==> src/rtl/mem_responder_pkg.sv <==
// Shared constants and state encoding for the memory responder.
package mem_responder_pkg;
  typedef enum logic [1:0] {
    S_IDLE,
    S_ACCESS,
    S_CAPTURE,
    S_RESPOND
  } state_t;

  localparam logic [15:0] RAM_TOP_DEF    = 16'hEFFF;
  localparam logic [15:0] LED_ADDR_DEF   = 16'hFFF0;
  localparam logic [15:0] SW_ADDR_DEF    = 16'hFFF1;
  localparam logic [15:0] TIMER_ADDR_DEF = 16'hFFF2;
  localparam logic [15:0] IO_BASE        = 16'hF000;
endpackage

==> src/rtl/mem_responder_if.sv <==
// Request/response bus between the control FSM, the responder and the RAM.
interface mem_responder_if;
  logic        memEnable;
  logic        memWriteEnable;
  logic [15:0] address;
  logic [15:0] writeData;
  logic [15:0] readData;
  logic        ready;
  logic        ramEnable;
  logic        ramWrite;
  logic [15:0] ramAddr;
  logic [15:0] ramWriteData;
  logic [15:0] ramReadData;

  modport slave (
    input  memEnable, memWriteEnable, address, writeData, ramReadData,
    output readData, ready, ramEnable, ramWrite, ramAddr, ramWriteData
  );

  modport master (
    output memEnable, memWriteEnable, address, writeData, ramReadData,
    input  readData, ready, ramEnable, ramWrite, ramAddr, ramWriteData
  );
endinterface

==> src/rtl/mem_responder_io_regs.sv <==
// Memory-mapped I/O: LED register, free-running timer and the I/O read mux.
module io_regs
  import mem_responder_pkg::*;
#(
  parameter logic [15:0] LED_ADDR   = LED_ADDR_DEF,
  parameter logic [15:0] SW_ADDR    = SW_ADDR_DEF,
  parameter logic [15:0] TIMER_ADDR = TIMER_ADDR_DEF
) (
  input  logic        clock,
  input  logic        reset,
  input  logic        i_wr,
  input  logic [15:0] i_addr,
  input  logic [15:0] i_wdata,
  input  logic [15:0] i_switches,
  output logic [15:0] o_leds,
  output logic [15:0] o_rdata
);
  logic [15:0] r_leds;
  logic [15:0] r_timer;

  always_ff @(posedge clock or posedge reset) begin
    if (reset) begin
      r_leds  <= '0;
      r_timer <= '0;
    end else begin
      if (i_wr && i_addr == LED_ADDR) r_leds <= i_wdata;
      // A write replaces the increment on that edge.
      if (i_wr && i_addr == TIMER_ADDR) r_timer <= i_wdata;
      else                              r_timer <= r_timer + 16'd1;
    end
  end

  always_comb begin
    o_rdata = '0;
    if      (i_addr == LED_ADDR)   o_rdata = r_leds;
    else if (i_addr == SW_ADDR)    o_rdata = i_switches;
    else if (i_addr == TIMER_ADDR) o_rdata = r_timer;
  end

  assign o_leds = r_leds;
endmodule

==> src/rtl/mem_responder.sv <==
// Memory responder: routes control-FSM requests to RAM or the I/O registers
// and returns a one-cycle ready pulse per transaction.
module mem_responder
  import mem_responder_pkg::*;
#(
  parameter logic [15:0] RAM_TOP    = RAM_TOP_DEF,
  parameter logic [15:0] LED_ADDR   = LED_ADDR_DEF,
  parameter logic [15:0] SW_ADDR    = SW_ADDR_DEF,
  parameter logic [15:0] TIMER_ADDR = TIMER_ADDR_DEF
) (
  input  logic            clock,
  input  logic            reset,
  mem_responder_if.slave  bus,
  input  logic [15:0]     switches,
  output logic [15:0]     leds
);
  state_t      r_state, w_state_nxt;
  logic        r_we;
  logic [15:0] r_addr, r_wdata, r_read_data;
  logic        r_ready, r_ram_en, r_ram_wr;
  logic [15:0] r_ram_addr, r_ram_wdata;
  logic        w_accept, w_ram_go, w_cur_ram, w_io_wr, w_io_rd, w_ready_nxt;
  logic [15:0] w_io_rdata;

  assign w_cur_ram = (r_addr <= RAM_TOP);
  assign w_io_wr   = (r_state == S_ACCESS) && !w_cur_ram && r_we;
  assign w_io_rd   = (r_state == S_ACCESS) && !w_cur_ram && !r_we;

  always_ff @(posedge clock or posedge reset) begin
    if (reset) r_state <= S_IDLE;
    else       r_state <= w_state_nxt;
  end

  always_comb begin
    w_state_nxt = r_state;
    w_accept    = 1'b0;
    w_ram_go    = 1'b0;
    w_ready_nxt = 1'b0;
    case (r_state)
      S_IDLE: if (bus.memEnable) begin
        w_accept    = 1'b1;
        w_ram_go    = (bus.address <= RAM_TOP);
        w_state_nxt = S_ACCESS;
      end
      S_ACCESS: begin
        // RAM reads need one extra cycle for the RAM to return data.
        if (w_cur_ram && !r_we) w_state_nxt = S_CAPTURE;
        else begin
          w_state_nxt = S_RESPOND;
          w_ready_nxt = 1'b1;
        end
      end
      S_CAPTURE: begin
        w_state_nxt = S_RESPOND;
        w_ready_nxt = 1'b1;
      end
      S_RESPOND: w_state_nxt = S_IDLE;
      default:   w_state_nxt = S_IDLE;
    endcase
  end

  always_ff @(posedge clock or posedge reset) begin
    if (reset) begin
      r_we        <= 1'b0;
      r_addr      <= '0;
      r_wdata     <= '0;
      r_read_data <= '0;
      r_ready     <= 1'b0;
      r_ram_en    <= 1'b0;
      r_ram_wr    <= 1'b0;
      r_ram_addr  <= '0;
      r_ram_wdata <= '0;
    end else begin
      r_ready     <= w_ready_nxt;
      r_ram_en    <= w_ram_go;
      r_ram_wr    <= w_ram_go && bus.memWriteEnable;
      r_ram_addr  <= w_ram_go ? bus.address   : '0;
      r_ram_wdata <= w_ram_go ? bus.writeData : '0;
      if (w_accept) begin
        r_we    <= bus.memWriteEnable;
        r_addr  <= bus.address;
        r_wdata <= bus.writeData;
      end
      if (r_state == S_CAPTURE) r_read_data <= bus.ramReadData;
      else if (w_io_rd)         r_read_data <= w_io_rdata;
    end
  end

  io_regs #(
    .LED_ADDR   (LED_ADDR),
    .SW_ADDR    (SW_ADDR),
    .TIMER_ADDR (TIMER_ADDR)
  ) u_io (
    .clock      (clock),
    .reset      (reset),
    .i_wr       (w_io_wr),
    .i_addr     (r_addr),
    .i_wdata    (r_wdata),
    .i_switches (switches),
    .o_leds     (leds),
    .o_rdata    (w_io_rdata)
  );

  assign bus.readData     = r_read_data;
  assign bus.ready        = r_ready;
  assign bus.ramEnable    = r_ram_en;
  assign bus.ramWrite     = r_ram_wr;
  assign bus.ramAddr      = r_ram_addr;
  assign bus.ramWriteData = r_ram_wdata;
endmodule

==> src/flat_wrapper.sv <==
// flat-port wrapper written by rule: the top's interface ports become plain ports
module mem_responder_flat import mem_responder_pkg::*;
#(
  parameter logic [15:0] RAM_TOP    = RAM_TOP_DEF,
  parameter logic [15:0] LED_ADDR   = LED_ADDR_DEF,
  parameter logic [15:0] SW_ADDR    = SW_ADDR_DEF,
  parameter logic [15:0] TIMER_ADDR = TIMER_ADDR_DEF
)
  (clock, reset, switches, leds, bus_memEnable, bus_memWriteEnable, bus_address, bus_writeData, bus_ramReadData, bus_readData, bus_ready, bus_ramEnable, bus_ramWrite, bus_ramAddr, bus_ramWriteData);
  mem_responder_if bus_i ();
  input  logic clock;
  input  logic reset;
  input  logic [15:0] switches;
  output logic [15:0] leds;
  input wire logic [$bits(bus_i.memEnable)-1:0] bus_memEnable;
  input wire logic [$bits(bus_i.memWriteEnable)-1:0] bus_memWriteEnable;
  input wire logic [$bits(bus_i.address)-1:0] bus_address;
  input wire logic [$bits(bus_i.writeData)-1:0] bus_writeData;
  input wire logic [$bits(bus_i.ramReadData)-1:0] bus_ramReadData;
  output wire logic [$bits(bus_i.readData)-1:0] bus_readData;
  output wire logic [$bits(bus_i.ready)-1:0] bus_ready;
  output wire logic [$bits(bus_i.ramEnable)-1:0] bus_ramEnable;
  output wire logic [$bits(bus_i.ramWrite)-1:0] bus_ramWrite;
  output wire logic [$bits(bus_i.ramAddr)-1:0] bus_ramAddr;
  output wire logic [$bits(bus_i.ramWriteData)-1:0] bus_ramWriteData;
  assign bus_i.memEnable = bus_memEnable;
  assign bus_i.memWriteEnable = bus_memWriteEnable;
  assign bus_i.address = bus_address;
  assign bus_i.writeData = bus_writeData;
  assign bus_i.ramReadData = bus_ramReadData;
  assign bus_readData = bus_i.readData;
  assign bus_ready = bus_i.ready;
  assign bus_ramEnable = bus_i.ramEnable;
  assign bus_ramWrite = bus_i.ramWrite;
  assign bus_ramAddr = bus_i.ramAddr;
  assign bus_ramWriteData = bus_i.ramWriteData;
  mem_responder #(.RAM_TOP(RAM_TOP), .LED_ADDR(LED_ADDR), .SW_ADDR(SW_ADDR), .TIMER_ADDR(TIMER_ADDR)) u_core (.clock(clock), .reset(reset), .bus(bus_i), .switches(switches), .leds(leds));
endmodule
==> config.mk <==
export PLATFORM = sky130hd
export DESIGN_NAME = mem_responder_flat
export DESIGN_NICKNAME = d
export VERILOG_FILES = /design/src/rtl/mem_responder_pkg.sv /design/src/rtl/mem_responder_if.sv /design/src/rtl/mem_responder_io_regs.sv /design/src/rtl/mem_responder.sv /design/src/flat_wrapper.sv
export SDC_FILE = /design/constraint.sdc
export NUM_CORES = 1
export LEC_CHECK = 0
export CAP_MARGIN = 30
export CORE_MARGIN = 2
export CORE_UTILIZATION = 40
export CTS_CLUSTER_SIZE = 12
export DETAILED_ROUTE_END_ITERATION = 6
export PLACE_DENSITY = 0.68
export RECOVER_POWER = 50
export SYNTH_ARGS = -nofsm -noshare
export SYNTH_HDL_FRONTEND = slang
export SYNTH_SLANG_ARGS = --single-unit
==> constraint.sdc <==
create_clock -name clock -period 5.72 [get_ports clock]
set_input_delay 1.43 -clock clock [delete_from_list [all_inputs] [get_ports clock]]
set_output_delay 1.43 -clock clock [all_outputs]
set_load 0.02 [all_outputs]
Word-level counts from Yosys, hierarchy flattened
Cells that the tools add are included.
{"block": "classes", "magnitude_cmp": 2, "n_addsub": 1, "n_mux": 17, "reduce_logical": 11, "eq_ne": 7}
{"operator": "$mux 16", "n": 8}
{"operator": "$eq 16x16->1 const B", "n": 3}
{"operator": "$le 16x16->1 const B", "n": 2}
{"operator": "$add 16x1->16 const B", "n": 1}
{"operator": "$pmux 2 s4", "n": 1}
{"operator": "$logic_and 1x1->1", "n": 7}
{"operator": "$mux 1", "n": 6}
{"operator": "$eq 2x2->1 const B", "n": 2}
{"operator": "$eq 2x1->1 const B", "n": 1}
{"operator": "$logic_not 1->1", "n": 2}
{"operator": "$logic_not 2->1", "n": 1}
{"operator": "$mux 2", "n": 1}
{"operator": "$ne 2x2->1 const B", "n": 1}
{"operator": "$pmux 1 s2", "n": 1}
{"operator": "$reduce_bool 2->1", "n": 1}
{"block": "totals", "register_bits": 118, "input_bits": 68}

Logic depth before layout (Yosys ltp)
Gate-level depths: netlist (run 1).
{"block": "depth", "ltp_word": 6, "mapped_depth": 9, "ltp_nobuf": 7}

Hierarchy
A second synthesis (run 1) with hierarchy kept.
{"block": "unflattened", "hier_cells": 500, "hier_area_um2": 5342.6}
{"module": "mem_responder", "area_per_inst_um2": 3470.8, "n_inst": 1, "cells_each": 327}
{"module": "io_regs", "area_per_inst_um2": 1871.8, "n_inst": 1, "cells_each": 173}

Least setup slack after synthesis (run 1)
No wires, ideal clock.
{"block": "synth_timing", "path_kind": "input-to-reg", "start": "input bus_address[15]", "end": "register u_core.r_ram_addr[0] (netlist: u_core.bus.ramAddr[0])", "cell_stages": 5, "setup_slack_ns": 3.280, "arrival_time_ns": 2.374, "setup_ns": 0.066, "n_path_buf": 2, "path_cell_list": "and4_1 > clkbuf_1 > nor2_1 > clkbuf_1 > and2_1"}
{"block": "synth_via", "elab_chain_cells": 4}
{"element": "start, declared", "line": "flat_wrapper.sv:17", "source": "input wire logic [$bits(bus_i.address)-1:0] bus_address;"}
{"element": "$le 16x16->1", "line": "mem_responder.sv:42", "source": "w_ram_go = (bus.address <= RAM_TOP);"}
{"element": "$mux 1", "line": "mem_responder.sv:40", "source": "S_IDLE: if (bus.memEnable) begin"}
{"element": "$mux 1", "line": "mem_responder.sv:39", "source": "case (r_state)"}
{"element": "named net u_core.w_ram_go", "line": "mem_responder.sv:22", "source": "logic w_accept, w_ram_go, w_cur_ram, w_io_wr, w_io_rd, w_ready_nxt;"}
{"element": "$mux 16", "line": "mem_responder.sv:77", "source": "r_ram_addr <= w_ram_go ? bus.address : '0;"}
{"element": "end signal, assigned", "line": "mem_responder.sv:77"}
{"element": "end, declared", "line": "mem_responder.sv:21", "source": "logic [15:0] r_ram_addr, r_ram_wdata;"}
The timed path passes the listed nets, and every way through them passes these cells.
A chain may end at the register's enable or synchronous reset.

==> metrics.txt, run 1 <==
outcome=finished with violations; failing checks=max-capacitance violations, max-slew violations; total negative setup slack=0 ns; antenna-violating nets left=0; vias per cell=4.87; Worst-path clk slew=0.06 ns; Die X-Extent=117 µm; CP delay by family, top=buffers and inverters; CP max stage cell=clkbuf_2; drt wl/cell=15.3 µm; hold depth=2; CTS hold repair buffers=0; Root Buffer=clkbuf_16; CTS Buf Count=17; post-route setup slack=1.96 ns; I/O pin count=135; Initial Utilization=40.6%; Buf/Inv on CP=4; Fmax=0.266 GHz; CP startpoint kind=input pin; power density cells=~440 mW/mm²; Final setup viols=0; Syn Nets=about 570; number of inserted diodes=0; die height=117 µm; Worst Path Required=6.25 ns; CP Depth=4; Synth area leaders=dfrtp_1 58%, nand2_1 9.2%, mux2_2 3.6%; Period minus WS final=3.76 ns; Total Wirelength=around 12 mm; vias after detailed routing=just under 4k; postcts setup bufs=0; sequential area share after synthesis=58.3%; port bufs=134; skew final=0.00977 ns; H-tree depth=4; Max-slew headroom=-72.5%; critical path's largest stage delay=1.34 ns; RD Place Congestion=0.860; reg2reg path depth=4; Slew Limit Fails=91; Post-CTS Resized=0; Peak VDD IR=0.247 mV; first-pass GRT wire length=19.7 mm; cell row count=41; layout cells sized above 1=under 10%; fin crit share=65.7%; P_leak=3.31 nW; 1st-pass router iterations=4; GRT Overall Usage=between 10% and 20%; Yosys top cell area share=58.3%; CP arrival=4.29 ns; largest net degree at the start of global routing=74; DIE AREA=around 0.014 mm²; RSZ-0062 raised after global routing=no; Syn-to-layout area delta=40.5%; clock sink count=approximately 120; Post-Place Setup Slack=2.34 ns; critical path endpoint category=async pin; worst min path class=flip-flop to flip-flop; MaxCap Viol Count=3; syn avg cell area=10.2 µm²; fillers=1083; Clk Latency, worst-skew pair=about 0.4 ns; Core Box Area=0.0125 mm²; initial antenna violation count=0; Distinct cells, synth=33; Final Net Count=700; mapped cell area=0.00506 mm²; Synth Warn #=0; CTS tree=built; GR Overflow Total=0; dpl hpwl=8.89 mm; vias in the first global route=~4.0k; DRC violations left=0; Critical Path Fanout Max=73; Synth Instances=495; Setup CP Type=input pin to async pin; Max clock buf depth=2; Synth area leader=dfrtp_1; Final Hold Viols=0; Seq cells post-synth=between 100 and 150; Detailed Route Iter0 Violations=230; worst path cell trace=dlygate4sd3_1, clkinvlp_2, clkbuf_2, buf_4; worst slew pin tran=between 2 and 3 ns
## worst register-to-register path: stages (launching register included)
cell and delay, ns:
dfrtp_1 0.37, or4_1 0.57, nor4_1 2.03, a221oi_1 0.32
a21oi_1 0.23
## cell families (layout without fill, tap and decap cells)
| logic type | Yosys count | in the layout | share of synthesized area, % |
|---|---|---|---|
| simple gates | 210 | 210 | 18.7 |
| flops | 118 | 118 | 58.3 |
| compound gates | 66 | 66 | 7.88 |
| buf+inv | 49 | 194 | 4.45 |
| mux | 33 | 33 | 7.02 |
| xor+xnor | 14 | 14 | 2.42 |
| fa+ha+maj | 5 | 5 | 1.24 |
## per-stage QoR
step | total power [mW] | utilization, % | hold slack (ns) | std cells | area [µm²]
2_1_floorplan | 1.71 | - | 0.445 | 495 | 5060
3_3_place_gp | 2.04 | 52.1 | 0.460 | 775 | 6490
3_5_place_dp | 2.09 | 52.7 | 0.463 | 779 | 6570
4_1_cts | 3.16 | 57.4 | 0.477 | 811 | 7160
5_1_grt | 3.31 | 57.1 | 0.503 | 812 | 7120
6_report | 3.13 | 57.1 | 0.473 | 812 | 7120
## state kept, by name (all words and copies together) (netlist names)
signal	count
u_core.bus.ramAddr	16
u_core.bus.ramWriteData	16
u_core.bus.readData	16
u_core.r_addr	16
u_core.r_wdata	16
u_core.u_io.o_leds	16
u_core.u_io.r_timer	16
u_core.r_state	2
u_core.bus.ramEnable	1
u_core.bus.ramWrite	1
u_core.bus.ready	1
u_core.r_we	1
## placed cells by master, fill, tap and decap left out, drive strengths merged, types with 4 or more instances in the layout
cell type        n
a21oi           32
a221oi          16
and2            18
buf              4
clkbuf          20
clkdlybuf4s50  132
clkinv           4
dfrtp          118
ha               5
inv             27
mux2            17
mux2i           16
nand2          124
nand3            5
nand4            4
nor2            39
nor4             4
o21ai           17
xnor2           10
xor2             4
## synthesized netlist by cell type (all sizes together)
cell type / n
nand2: 124
a21oi: 32
mux2i: 16
a31oi: 1
a221oi: 16
nor3: 2
nand2b: 3
ha: 5
and4: 1
inv: 21
nand4: 4
or2: 2
or4: 2
nand3b: 1
o21ai: 17
nand3: 5
nor2b: 2
and3: 3
mux2: 17
buf: 9
dfrtp: 118
clkbuf: 19
nor4: 4
and2: 18
xnor2: 10
nor2: 39
xor2: 4
## area by class of cell
class	instances	area (µm²)	area share [%]
Clock buffer	17	425	5.98
Inverter	21	80.1	1.13
Tap cell	172	215	3.02
Timing Repair Buffer	141	1430	20.1
Multi-Input combinational cell	328	1850	25.9
Sequential cell	118	2950	41.5
Clock inverter	15	168	2.36
## path summary, 6_finish.rpt
path,start,end,slack [ns]
worst max-delay path,reset,u_core.r_wdata[11],1.96
worst min-delay path,u_core.r_addr[2],u_core.r_addr[2],0.47
worst max register to register,u_core.r_addr[2],u_core.bus.readData[0],2.12
worst min register to register,u_core.r_addr[2],u_core.r_addr[2],0.47
max in group clock,bus_memEnable,u_core.bus.ramAddr[2],2.03
min in group asynchronous,reset,u_core.bus.ramAddr[8],1.44
## routing by layer
layer | share of wire [%] | GRT usage (%) | vias up | wire [µm]
met5 | 0 | 0 | - | 0
met4 | 1.6 | 6.98 | 0 | 197
met2 | 48 | 29.9 | 116 | 5900
met1 | 45 | 25.7 | 1914 | 5640
met3 | 5.4 | 5.19 | 18 | 671
li1 | - | - | 1906 | -
## report_power, final
part	internal, mW	leakage [nW]	switching (mW)	total [mW]
clock	0.651	0.286	0.405	1.06
combinational	0.409	1.50	0.453	0.862
sequential	1.04	1.52	0.168	1.21
No activity file was read; power rests on OpenSTA's default activity.
==> run 2: changes to the inputs <==
Clock period 5.72 ns to 3.53 ns, I/O delays scaled along.
==> run 2 against run 1 <==
Net effect:
- critical endpoint is now u_core.bus.ramWriteData[9]
- wire length down 1.3%
- register-to-register slack worse by 0.97 ns
- power up 62%
- largest cell class unchanged
- the flow now finishes without violations
- sequential cell count unchanged
- clock skew down 0.0016 ns
- critical path depth up 1
- largest power group unchanged
- worst hold slack better by 0.0054 ns
- die area unchanged
==> metrics.txt, run 2 (same netlist as run 1, synthesis figures left out) <==
Peak VDD IR=0.393 mV (+59%); Detailed Route Iter0 Violations=209 (-9.1%); Fmax=between 0.3 and 0.4 GHz; skew final=0.00814 ns (-0.00162 ns); die height=117 µm (unchanged); Die X-Extent=117 µm (unchanged); CTS hold repair buffers=0 (unchanged); Core Box Area=0.0125 mm² (unchanged); worst slew pin tran=1.38 ns (-1.19 ns); dpl cell area=0.00654 mm² (-0.34%); Final setup viols=0 (unchanged); Clk Latency, worst-skew pair=0.41 ns (about the same); area of the multi-input gates=0.00189 mm² (+2.2%); first-pass GRT wire length=19.4 mm (-1.5%); critical path's largest stage delay=1.00 ns (-0.34 ns); layout cells sized above 1=9.98% (+0.45 points); Worst-path clk slew=0.05 ns (about the same); worst path cell trace=dlygate4sd3_1, and2_1, clkbuf_1, nand2_1, nor2_1; Initial Utilization=40.6% (unchanged); initial antenna violation count=0 (unchanged); outcome=completed; Worst Path Required=3.87 ns (-2.38 ns); H-tree depth=4 (unchanged); commonest non-fill, non-tap cell in the layout=clkdlybuf4s50_1; Post-CTS Resized=0 (unchanged); GR Overflow Total=0 (unchanged); port bufs=134 (unchanged); Total Wirelength=12.3 mm (-1.3%); largest net degree at the start of global routing=73 (-1.4%); CTS Buf Count=17 (unchanged); antenna-violating nets left=0 (unchanged); power density cells=711 mW/mm² (+62%); critical path endpoint category=flip-flop; most frequent cells in the layout=132 x clkdlybuf4s50_1, 124 x nand2_1, 118 x dfrtp_1, 37 x nor2_1, 30 x a21oi_1; fillers=1092 (+0.83%); P_leak=3.32 nW (+0.33%); worst min path class=flip-flop to flip-flop; Design Area, Final=0.00715 mm² (+0.42%); total negative setup slack=0 ns (unchanged); Syn-to-layout area delta=41.1%; CP max stage cell=clkbuf_1; MaxCap Viol Count=0 (-3); GRT Overall Usage=18.8% (-0.36 points); dpl hpwl=8.70 mm (-2.2%); FF-to-FF setup slack=1.15 ns (-0.97 ns); Slew Limit Fails=0 (-100%); DRC violations left=0 (unchanged); 1st-pass router iterations=4 (unchanged); CP startpoint kind=input pin; Final Net Count=701 (+0.14%); vias after detailed routing=3929 (-0.63%); Final Hold Viols=0 (unchanged); RD Place Congestion=0.853 (-0.80%); vias in the first global route=3934 (-2.2%); DIE AREA=0.0136 mm² (unchanged); Max clock buf depth=2 (unchanged); cell row count=41 (unchanged); RSZ-0062 raised after global routing=no; Period minus WS final=2.61 ns; Critical Path Fanout Max=33 (-55%); Max-slew headroom=8.14% (+81 points); Setup CP Type=input pin to flip-flop; clock sink count=118 (unchanged); CTS tree=built; total power=5.08 mW (+62%); Buf/Inv on CP=2 (-2); postcts setup bufs=0 (unchanged); FF+latch area=0.00295 mm² (unchanged); number of inserted diodes=0 (unchanged); drt wl/cell=15.1 µm (-1.4%); CP delay by family, top=buffers and inverters; I/O pin count=135 (unchanged); fin crit share=between 70 and 80%; vias per cell=4.83 (-0.75%); CP arrival=2.95 ns (-1.34 ns); Root Buffer=clkbuf_16
-- run 2: worst paths after layout --
check	startpoint	end	cells past startpoint
worst min register to register	u_core.r_addr[5]	u_core.r_addr[5]	2
max in group asynchronous	reset	u_core.bus.ramAddr[11]	3
min in group asynchronous	reset	u_core.bus.ramAddr[0]	2
worst max-delay path	bus_memEnable	u_core.bus.ramWriteData[9]	5
worst max register to register	u_core.r_addr[1]	u_core.u_io.r_timer[1]	3
worst min-delay path	u_core.r_addr[5]	u_core.r_addr[5]	2
-- run 2: through the flow --
step                instances  worst slack [ns]  util (%)  hold slack (ns)
floorplan                 495              1.21         -            0.445
global placement          780             0.879      52.5            0.463
detailed placement        780             0.801      52.5            0.464
CTS                       812              1.17      57.3            0.482
global route              813             0.719      57.3            0.503
finish                    813             0.918      57.3            0.479
-- run 2: metal layers --
| layer | share of wire [%] | track usage, % | wire, µm | vias to the layer above |
|---|---|---|---|---|
| met1 | 45 | 25.3 | 5570 | 1910 |
| met4 | 0.95 | 6.98 | 116 | 0 |
| li1 | - | - | - | 1893 |
| met2 | 47 | 29.1 | 5820 | 114 |
| met5 | 0 | 0 | 0 | - |
| met3 | 6.0 | 5.19 | 741 | 12 |
-- run 2: power breakdown --
part	leakage, nW	total, mW	switching, mW	internal (mW)
Clock	0.274	1.73	0.604	1.12
Combinational	1.52	1.38	0.739	0.642
Sequential	1.52	1.97	0.281	1.69
Total	3.32	5.08	1.62	3.46
-- run 2: area by class of cell --
type,count,share of cell area (%)
sequential,118,41.3
multi-input combinational,328,26.4
timing repair buffer,142,19.8
clock buffer,20,6.25
tap,172,3.01
clock inverter,12,2.15
inverter,21,1.12
-- run 2: tightest hold or removal path: cells and delay by family (launching register included) --
kind             cells  cell delay [ns]
AND/OR/NAND/NOR      2             0.11
flip-flops           1             0.34
